**src/rtl/raw_mosaic_pkg.sv**
```systemverilog
// Shared types and constants for the RGB-to-Bayer re-mosaic path.
package raw_mosaic_pkg;

    localparam int PIX_W = 12;

    localparam int BAYER_RGGB = 0;
    localparam int BAYER_GRBG = 1;
    localparam int BAYER_GBRG = 2;
    localparam int BAYER_BGGR = 3;

    typedef enum logic [1:0] {
        ST_IDLE  = 2'd0,
        ST_FRAME = 2'd1,
        ST_LINE  = 2'd2
    } fsm_state_t;

    // CFA cell codes in RGGB space; both 01 and 10 are green.
    localparam logic [1:0] CFA_R = 2'b00;
    localparam logic [1:0] CFA_B = 2'b11;

    // Each supported order is RGGB shifted by col and/or row, so the
    // origin is simply the XOR mask applied to {row[0], col[0]}.
    function automatic logic [1:0] bayer_origin(input int order);
        case (order)
            BAYER_RGGB: return 2'b00;
            BAYER_GRBG: return 2'b01;
            BAYER_GBRG: return 2'b10;
            BAYER_BGGR: return 2'b11;
            default:    return 2'b00;
        endcase
    endfunction

endpackage

```
**src/rtl/bayer_phase_cnt.sv**
```systemverilog
// Frame/line tracking FSM with saturating column/row counters.
// Reports, per cycle, whether a pixel is accepted and its col/row index.
module bayer_phase_cnt
    import raw_mosaic_pkg::*;
#(
    parameter int CNT_W = 12
) (
    input  logic             CLK,
    input  logic             RST_N,
    input  logic             fval,
    input  logic             lval,
    output logic             accept,
    output logic [CNT_W-1:0] col_idx,
    output logic [CNT_W-1:0] row_idx,
    output logic             frame_start,
    output logic             line_end,
    output fsm_state_t       state
);

    localparam logic [CNT_W-1:0] CNT_MAX = '1;

    logic             fval_q;
    logic             lval_q;
    logic [CNT_W-1:0] col;
    logic [CNT_W-1:0] row;

    function automatic logic [CNT_W-1:0] sat_inc(input logic [CNT_W-1:0] v);
        return (v == CNT_MAX) ? v : v + 1'b1;
    endfunction

    // Accepted pixel index is the live counter in LINE and (0, row) on line entry.
    always_comb begin
        frame_start = fval & ~fval_q;
        line_end    = (state == ST_LINE) & fval & lval_q & ~lval;
        accept      = 1'b0;
        col_idx     = col;
        row_idx     = row;
        if (fval) begin
            case (state)
                ST_IDLE: begin
                    if (frame_start && lval) begin
                        accept  = 1'b1;
                        col_idx = '0;
                        row_idx = '0;
                    end
                end
                ST_FRAME: begin
                    if (lval) begin
                        accept  = 1'b1;
                        col_idx = '0;
                    end
                end
                ST_LINE: accept = lval;
                default: accept = 1'b0;
            endcase
        end
    end

    always_ff @(posedge CLK) begin
        if (!RST_N) begin
            state  <= ST_IDLE;
            col    <= '0;
            row    <= '0;
            fval_q <= 1'b0;
            lval_q <= 1'b0;
        end else begin
            fval_q <= fval;
            lval_q <= lval;
            if (!fval) begin
                state <= ST_IDLE;
            end else begin
                case (state)
                    ST_IDLE: begin
                        if (frame_start) begin
                            row <= '0;
                            if (lval) begin
                                state <= ST_LINE;
                                col   <= sat_inc('0);
                            end else begin
                                state <= ST_FRAME;
                            end
                        end
                    end
                    ST_FRAME: begin
                        if (lval) begin
                            state <= ST_LINE;
                            col   <= sat_inc('0);
                        end
                    end
                    ST_LINE: begin
                        if (lval) begin
                            col <= sat_inc(col);
                        end else begin
                            state <= ST_FRAME;
                            row   <= sat_inc(row);
                        end
                    end
                    default: state <= ST_IDLE;
                endcase
            end
        end
    end

endmodule

```
**src/rtl/rgb_to_raw_mosaic.sv**
```systemverilog
// Re-mosaics 12-bit RGB into single-channel Bayer RAW with 1-cycle latency.
// Optional sticky line-length checker enabled by RGB_TO_RAW_LINE_CHECK_EN.
module rgb_to_raw_mosaic
    import raw_mosaic_pkg::*;
#(
    parameter int BAYER_ORDER = 1,
    parameter int H_ACTIVE    = 640,
    parameter int CNT_W       = 12
) (
    input  logic             CLK,
    input  logic             RST_N,
    input  logic             iFVAL,
    input  logic             iLVAL,
    input  logic [11:0]      iR,
    input  logic [11:0]      iG,
    input  logic [11:0]      iB,
    output logic [11:0]      oRAW,
    output logic             oDVAL,
    output logic             oX,
    output logic             oY,
    output logic             oFVAL,
    output logic [CNT_W-1:0] oCOL,
    output logic [CNT_W-1:0] oROW,
    output logic             oLINE_ERR
);

    localparam logic [1:0]       ORIGIN   = bayer_origin(BAYER_ORDER);
    localparam logic [CNT_W-1:0] LINE_LEN = CNT_W'(H_ACTIVE);

    logic             accept;
    logic [CNT_W-1:0] col_idx;
    logic [CNT_W-1:0] row_idx;
    logic             frame_start;
    logic             line_end;
    fsm_state_t       cnt_state;
    logic [1:0]       cfa;
    logic [PIX_W-1:0] pix_sel;

    bayer_phase_cnt #(
        .CNT_W (CNT_W)
    ) u_phase (
        .CLK         (CLK),
        .RST_N       (RST_N),
        .fval        (iFVAL),
        .lval        (iLVAL),
        .accept      (accept),
        .col_idx     (col_idx),
        .row_idx     (row_idx),
        .frame_start (frame_start),
        .line_end    (line_end),
        .state       (cnt_state)
    );

    always_comb begin
        cfa = {row_idx[0], col_idx[0]} ^ ORIGIN;
        case (cfa)
            CFA_R:   pix_sel = iR;
            CFA_B:   pix_sel = iB;
            default: pix_sel = iG;
        endcase
    end

    // Pixel-qualified outputs hold between accepted pixels.
    always_ff @(posedge CLK) begin
        if (!RST_N) begin
            oRAW  <= '0;
            oDVAL <= 1'b0;
            oX    <= 1'b0;
            oY    <= 1'b0;
            oFVAL <= 1'b0;
            oCOL  <= '0;
            oROW  <= '0;
        end else begin
            oFVAL <= iFVAL;
            oDVAL <= accept;
            if (accept) begin
                oRAW <= pix_sel;
                oX   <= col_idx[0];
                oY   <= row_idx[0];
                oCOL <= col_idx;
                oROW <= row_idx;
            end
        end
    end

`ifdef RGB_TO_RAW_LINE_CHECK_EN
    logic line_err_q;
    logic cfg_unused;

    assign cfg_unused = ^cnt_state;

    // At a line end col_idx still holds the number of pixels in that line.
    always_ff @(posedge CLK) begin
        if (!RST_N) begin
            line_err_q <= 1'b0;
            oLINE_ERR  <= 1'b0;
        end else begin
            if (frame_start) begin
                line_err_q <= 1'b0;
            end else if (line_end && (col_idx != LINE_LEN)) begin
                line_err_q <= 1'b1;
            end
            oLINE_ERR <= line_err_q;
        end
    end
`else
    logic cfg_unused;

    assign cfg_unused = ^{cnt_state, frame_start, line_end, LINE_LEN};
    assign oLINE_ERR  = 1'b0;
`endif

endmodule
```
**config.mk**
```make
export PLATFORM = sky130hd
export DESIGN_NAME = rgb_to_raw_mosaic
export DESIGN_NICKNAME = d
export VERILOG_FILES = /design/src/rtl/raw_mosaic_pkg.sv /design/src/rtl/bayer_phase_cnt.sv /design/src/rtl/rgb_to_raw_mosaic.sv
export SDC_FILE = /design/constraint.sdc
export NUM_CORES = 1
export LEC_CHECK = 0
export BUFFER_PORTS_ARGS = -buffer_cell sky130_fd_sc_hd__buf_2
export CAP_MARGIN = 20
export CORE_MARGIN = 5
export CORE_UTILIZATION = 59
export CTS_CLUSTER_SIZE = 25
export DETAILED_ROUTE_END_ITERATION = 16
export HOLD_SLACK_MARGIN = 0.15
export PLACE_DENSITY = 0.86
export RECOVER_POWER = 25
export SYNTH_ARGS = -nofsm -noshare
export SYNTH_HDL_FRONTEND = slang
export SYNTH_HIERARCHICAL = 1
export SYNTH_SLANG_ARGS = --single-unit
```
**constraint.sdc**
```tcl
create_clock -name CLK -period 6.79 [get_ports CLK]
set_clock_uncertainty 0.2 [all_clocks]
set_input_delay 0.3395 -clock CLK [delete_from_list [all_inputs] [get_ports CLK]]
set_output_delay 0.3395 -clock CLK [all_outputs]
set_load 0.005 [all_outputs]
```
## Word level (Yosys, flattened, before mapping)

Cells that the tools add are included.

- Add/sub/neg operators: 2
- Eq/ne operators: 11
- Multiplexer cells: 26
- Bitwise operators: 3
- Reduce and logical (&&, ||, !) cells: 9

Operators with widths:

| operator | count |
|---|---|
| 12-bit two-way mux | 13 |
| 12-bit one-hot mux with 2 select lines | 3 |
| 12-bit one-hot mux with 3 select lines | 1 |
| 12-bit by 1-bit adder with 12-bit output (second input constant) | 2 |
| 12-bit equality test (second input constant) | 2 |
| 2-bit inequality test (second input constant) | 6 |
| 5-bit AND reduction | 2 |
| 2-bit two-way mux | 4 |
| 2-bit one-hot mux with 3 select lines | 1 |
| 2-bit equality test (second input constant) | 2 |
| 2-bit logical NOT | 2 |
| 1-bit two-way mux | 3 |
| 1-bit one-hot mux with 3 select lines | 1 |
| 3-bit AND reduction | 1 |
| 3-bit nonzero test | 1 |
| 2-bit by 1-bit equality test with 1-bit output (second input constant) | 1 |
| 1-bit NOT | 2 |
| 2-bit AND reduction | 1 |
| 2-bit nonzero test | 1 |
| 1-bit bitwise AND | 1 |
| 1-bit logical AND | 1 |

- Flip-flop bits (word level): 66
- Input bits: 40
- Output and inout bits: 41
- Logic and storage cells: 61

## Depth between registers and ports, before layout

- Depth in word-level cells: 9
- Mapped depth: 13
- Gate-level depth less buffers: 11

## Hierarchy

Netlist, hierarchy kept.

By module, submodules not included:

| module | times used | cells each | area each (µm²) | seq. area each (µm²) |
|---|---|---|---|---|
| bayer_phase_cnt | 1 | 239 | 1,834.3 | 560.5 |
| rgb_to_raw_mosaic | 1 | 148 | 1,805.5 | 760.7 |

## Least setup slack after synthesis

Ideal clock, no wire load.

- Kind: register to register
- Start point: reg u_phase.state[0]
- End point: reg oRAW[4]
- Library setup time: 0.123 ns
- Arrival time: 2.274 ns
- Required time: 6.467 ns
- Setup slack: 4.193 ns
- Stages on the path, launching flop included: 14
- Buffers on the path: 2
- Period minus slack after synthesis: 2.597 ns
- Cell sequence: dfxtp_1 > inv_1 > ha_1 > buf_6 > inv_1 > nor2_1 > o211a_1 > nor2b_1 > inv_1 > ha_1 > nand2b_4 > buf_6 > a221oi_1 > nor2_1

- Cells in the longest elaborated chain, start to end: 6
- Elaborated cells between the ends (all ways): 13
- Classes of those cells: eq/ne (3); mux (7); bitwise (1); reduce/logical (2)

Ends and longest elaborated chain:

| item | line | text |
|---|---|---|
| start: declaration | bayer_phase_cnt.sv:17 | `output fsm_state_t state` |
| start signal: assignment | bayer_phase_cnt.sv:61 | `state <= ST_IDLE;` |
| start signal: assignment | bayer_phase_cnt.sv:70 | `state <= ST_IDLE;` |
| start signal: assignment | bayer_phase_cnt.sv:77 | `state <= ST_LINE;` |
| 2-bit by 1-bit equality test with 1-bit output / 2-bit logical NOT (equally long branches) | bayer_phase_cnt.sv:39 | `case (state)` |
| 12-bit one-hot mux with 2 select lines (*) | bayer_phase_cnt.sv:39 |  |
| 12-bit two-way mux (*) | bayer_phase_cnt.sv:38 | `if (fval) begin` |
| net col_idx[0] | rgb_to_raw_mosaic.sv:31 | `logic [CNT_W-1:0] col_idx;` |
| 1-bit NOT (no source line) (*) | n/a |  |
| 2-bit equality test / 2-bit logical NOT (equally long branches) | rgb_to_raw_mosaic.sv:56 | `case (cfa)` |
| 12-bit one-hot mux with 2 select lines (*) | rgb_to_raw_mosaic.sv:56 |  |
| end signal: assignment | rgb_to_raw_mosaic.sv:77 | `oRAW <= pix_sel;` |
| end: declaration | rgb_to_raw_mosaic.sv:17 | `output logic [11:0] oRAW,` |

The timed path passes the listed nets; every way through them passes the cells marked *.
A chain may end at the register's enable or synchronous reset.

## Worst setup path after layout

Same ends and word-level chain as after synthesis.

==> impl_results.md <==
* Status: finished, final reports clean
* H-tree levels at 3
* First-pass GRT wire length at between 15000 and 20000 um
* Hold WC Path Type: in -> reg
* Routed WL at approximately 10000 um
* Int Pwr at about 630 uW
* Syn_nets at roughly 430
* # nets final at roughly 500
* Antenna viol nets, final at 0
* Placed cell areas at 3900 um2
* Layout cells sized above 1 at 0.253
* Vias in the first global route at 3296
* Cells after DPL at a little over 500
* CTS buffer count at 9
* Die height at around 88 um
* Met2 usage at 0.479
* # DRC at 0
* Mapped Cells at 384
* Antenna violations before repair at 0
* Clock power share at 0.384
* Final TNS setup at 0 ns
* Cell Count, Final, Fillers Out at about 550
* Gr busiest metal: met2
* Yosys warnings at 6
* Fmax at approximately 240 MHz
* GRT Overall Usage at 0.269
* Root Driver: clkbuf_8
* Power Dens Cells at 201 nW/um2
* Final critical-path required period at 4.15 ns
* Clk sinks at 65
* Max-slew violations at 0
* Core region area at between 5000 and 6000 um2
* Die area at roughly 7800 um2
* Largest buffer count on any clock path at 2
* Crit path max fanout at 12
* Total number of vias at about 3400
* RSZ-0062 raised after global routing: no
* CP arrival at about 4.2 ns
* P&R area growth vs syn at 18.7%
* Critical path launch point type: flop
* Routing usage on met3 at 0.0517
* Crit path kind: reg -> reg
* Placer Congestion at 0.895
* IO Port Bufs at between 70 and 80
* IR Drop Worst-Case VDD at 0.136 mV
* Met1 usage at 0.298
* Max_slew headroom at 0.418
* Post-route design area at between 4000 and 5000 um2
* Clk Latency, worst-skew pair at between 0.3 and 0.4 ns
* Commonest cells after routing, fill and taps aside: buf_2, dfxtp_1, nor2b_1, mux2i_1, nand2_1
* 1st-pass router iterations at 6
* Largest net degree at the start of global routing at 50
* Synthesized cell area at 3610 um2
* Psw at 232 uW
* Gr ovfl total at 0
* Worst setup EP type: flop
* Final Util at 0.723
* Switching Fraction at 0.270
* Clk pin slew, worst setup/hold paths at around 0.080 ns
* Vias per Instance at between 6 and 7
* Lkg Pwr at ~0.0017 uW
* Num rows at 28
* Worst Path Required at approximately 7 ns
* Slew @ Worst Pin at ~0.87 ns
* DR WL/cell at 18.4 um
* Final hold slack at about 0.17 ns
* # diodes at 0
* Num ports at 81
* Final critical-path share of the clock period at 0.611
* Mean post-synth cell area at approximately 9.4 um2
* Post-DP HPWL at around 6400 um
* Initial Utilization at 0.609
* Postcts setup bufs at 0
* TritonCTS clock tree: done
* Max_cap viols at 0
* Final Hold Viols at 0
* Comb power frac at 0.153
* Drt first-iter violations at slightly below 300
* Flop pwr share at 0.463
* Final setup violating endpoints at 0
* Die Width at 88.2 um
==> power groups by stage <==
stage	registers, uW	logic (uW)	clock network, uW
2_1_floorplan	406	88.2	0
3_3_place_gp	406	111	0
3_5_place_dp	406	116	0
4_1_cts	398	127	332
5_1_grt	399	141	352
6_report	398	131	330
==> sequential cells by signal, indices dropped and copies added (netlist names) <==
name / flops
u_phase/state: 2
oROW: 12
oDVAL: 1
u_phase/row: 12
oFVAL: 1
oRAW: 12
u_phase/fval_q: 1
oCOL: 12
u_phase/col: 12
==> worst max-delay path, stage by stage, from the launching register on <==
cell and delay, ns:
dfxtp_1 0.42, inv_1 0.11, ha_1 0.31, inv_1 0.11
nor2_1 0.06, o211a_1 0.39, nor2b_1 0.28, inv_1 0.07
ha_1 0.36, nand2b_4 0.25, a221oi_1 0.25, dlygate4sd3_1 0.60
nor2_1 0.06, dlygate4sd3_1 0.57
==> through the flow <==
step                setup WS (ns)  power [uW]
finish                       2.64         860
global route                 2.45         892
CTS                          2.75         857
detailed placement           3.71         522
global placement             3.91         517
floorplan                    4.19         494
==> layout make-up <==
cell class,count,area [um2]
multi-input cells,276,2060
flip-flops and latches,65,1300
repair buffers,100,586
fillers,417,1640
well taps,75,93.8
clock buffers,11,141
clock inverters,5,55.1
inverters,13,48.8
==> per-layer routing <==
metal | up-vias | wire [um]
met1 | 1591 | 3730
li1 | 1583 | -
met4 | 0 | 367
met3 | 38 | 751
met2 | 199 | 5170
met5 | - | 0
==> timing repair <==
action	4_1_cts	5_1_grt
gates resized for setup	0	0
hold buffers	20	0
hold endpoints to repair	14	0
==> worst paths after layout <==
check,startpoint,end,slack (ns),depth (start not counted)
hold reg to reg,oCOL[5],oCOL[5],0.31,2
setup reg to reg,u_phase/state[0],oRAW[4],2.64,13
hold / removal,iG[5],oRAW[5],0.17,3
setup / recovery,u_phase/state[0],oRAW[4],2.64,13
Power figures use the tool's default switching activity.
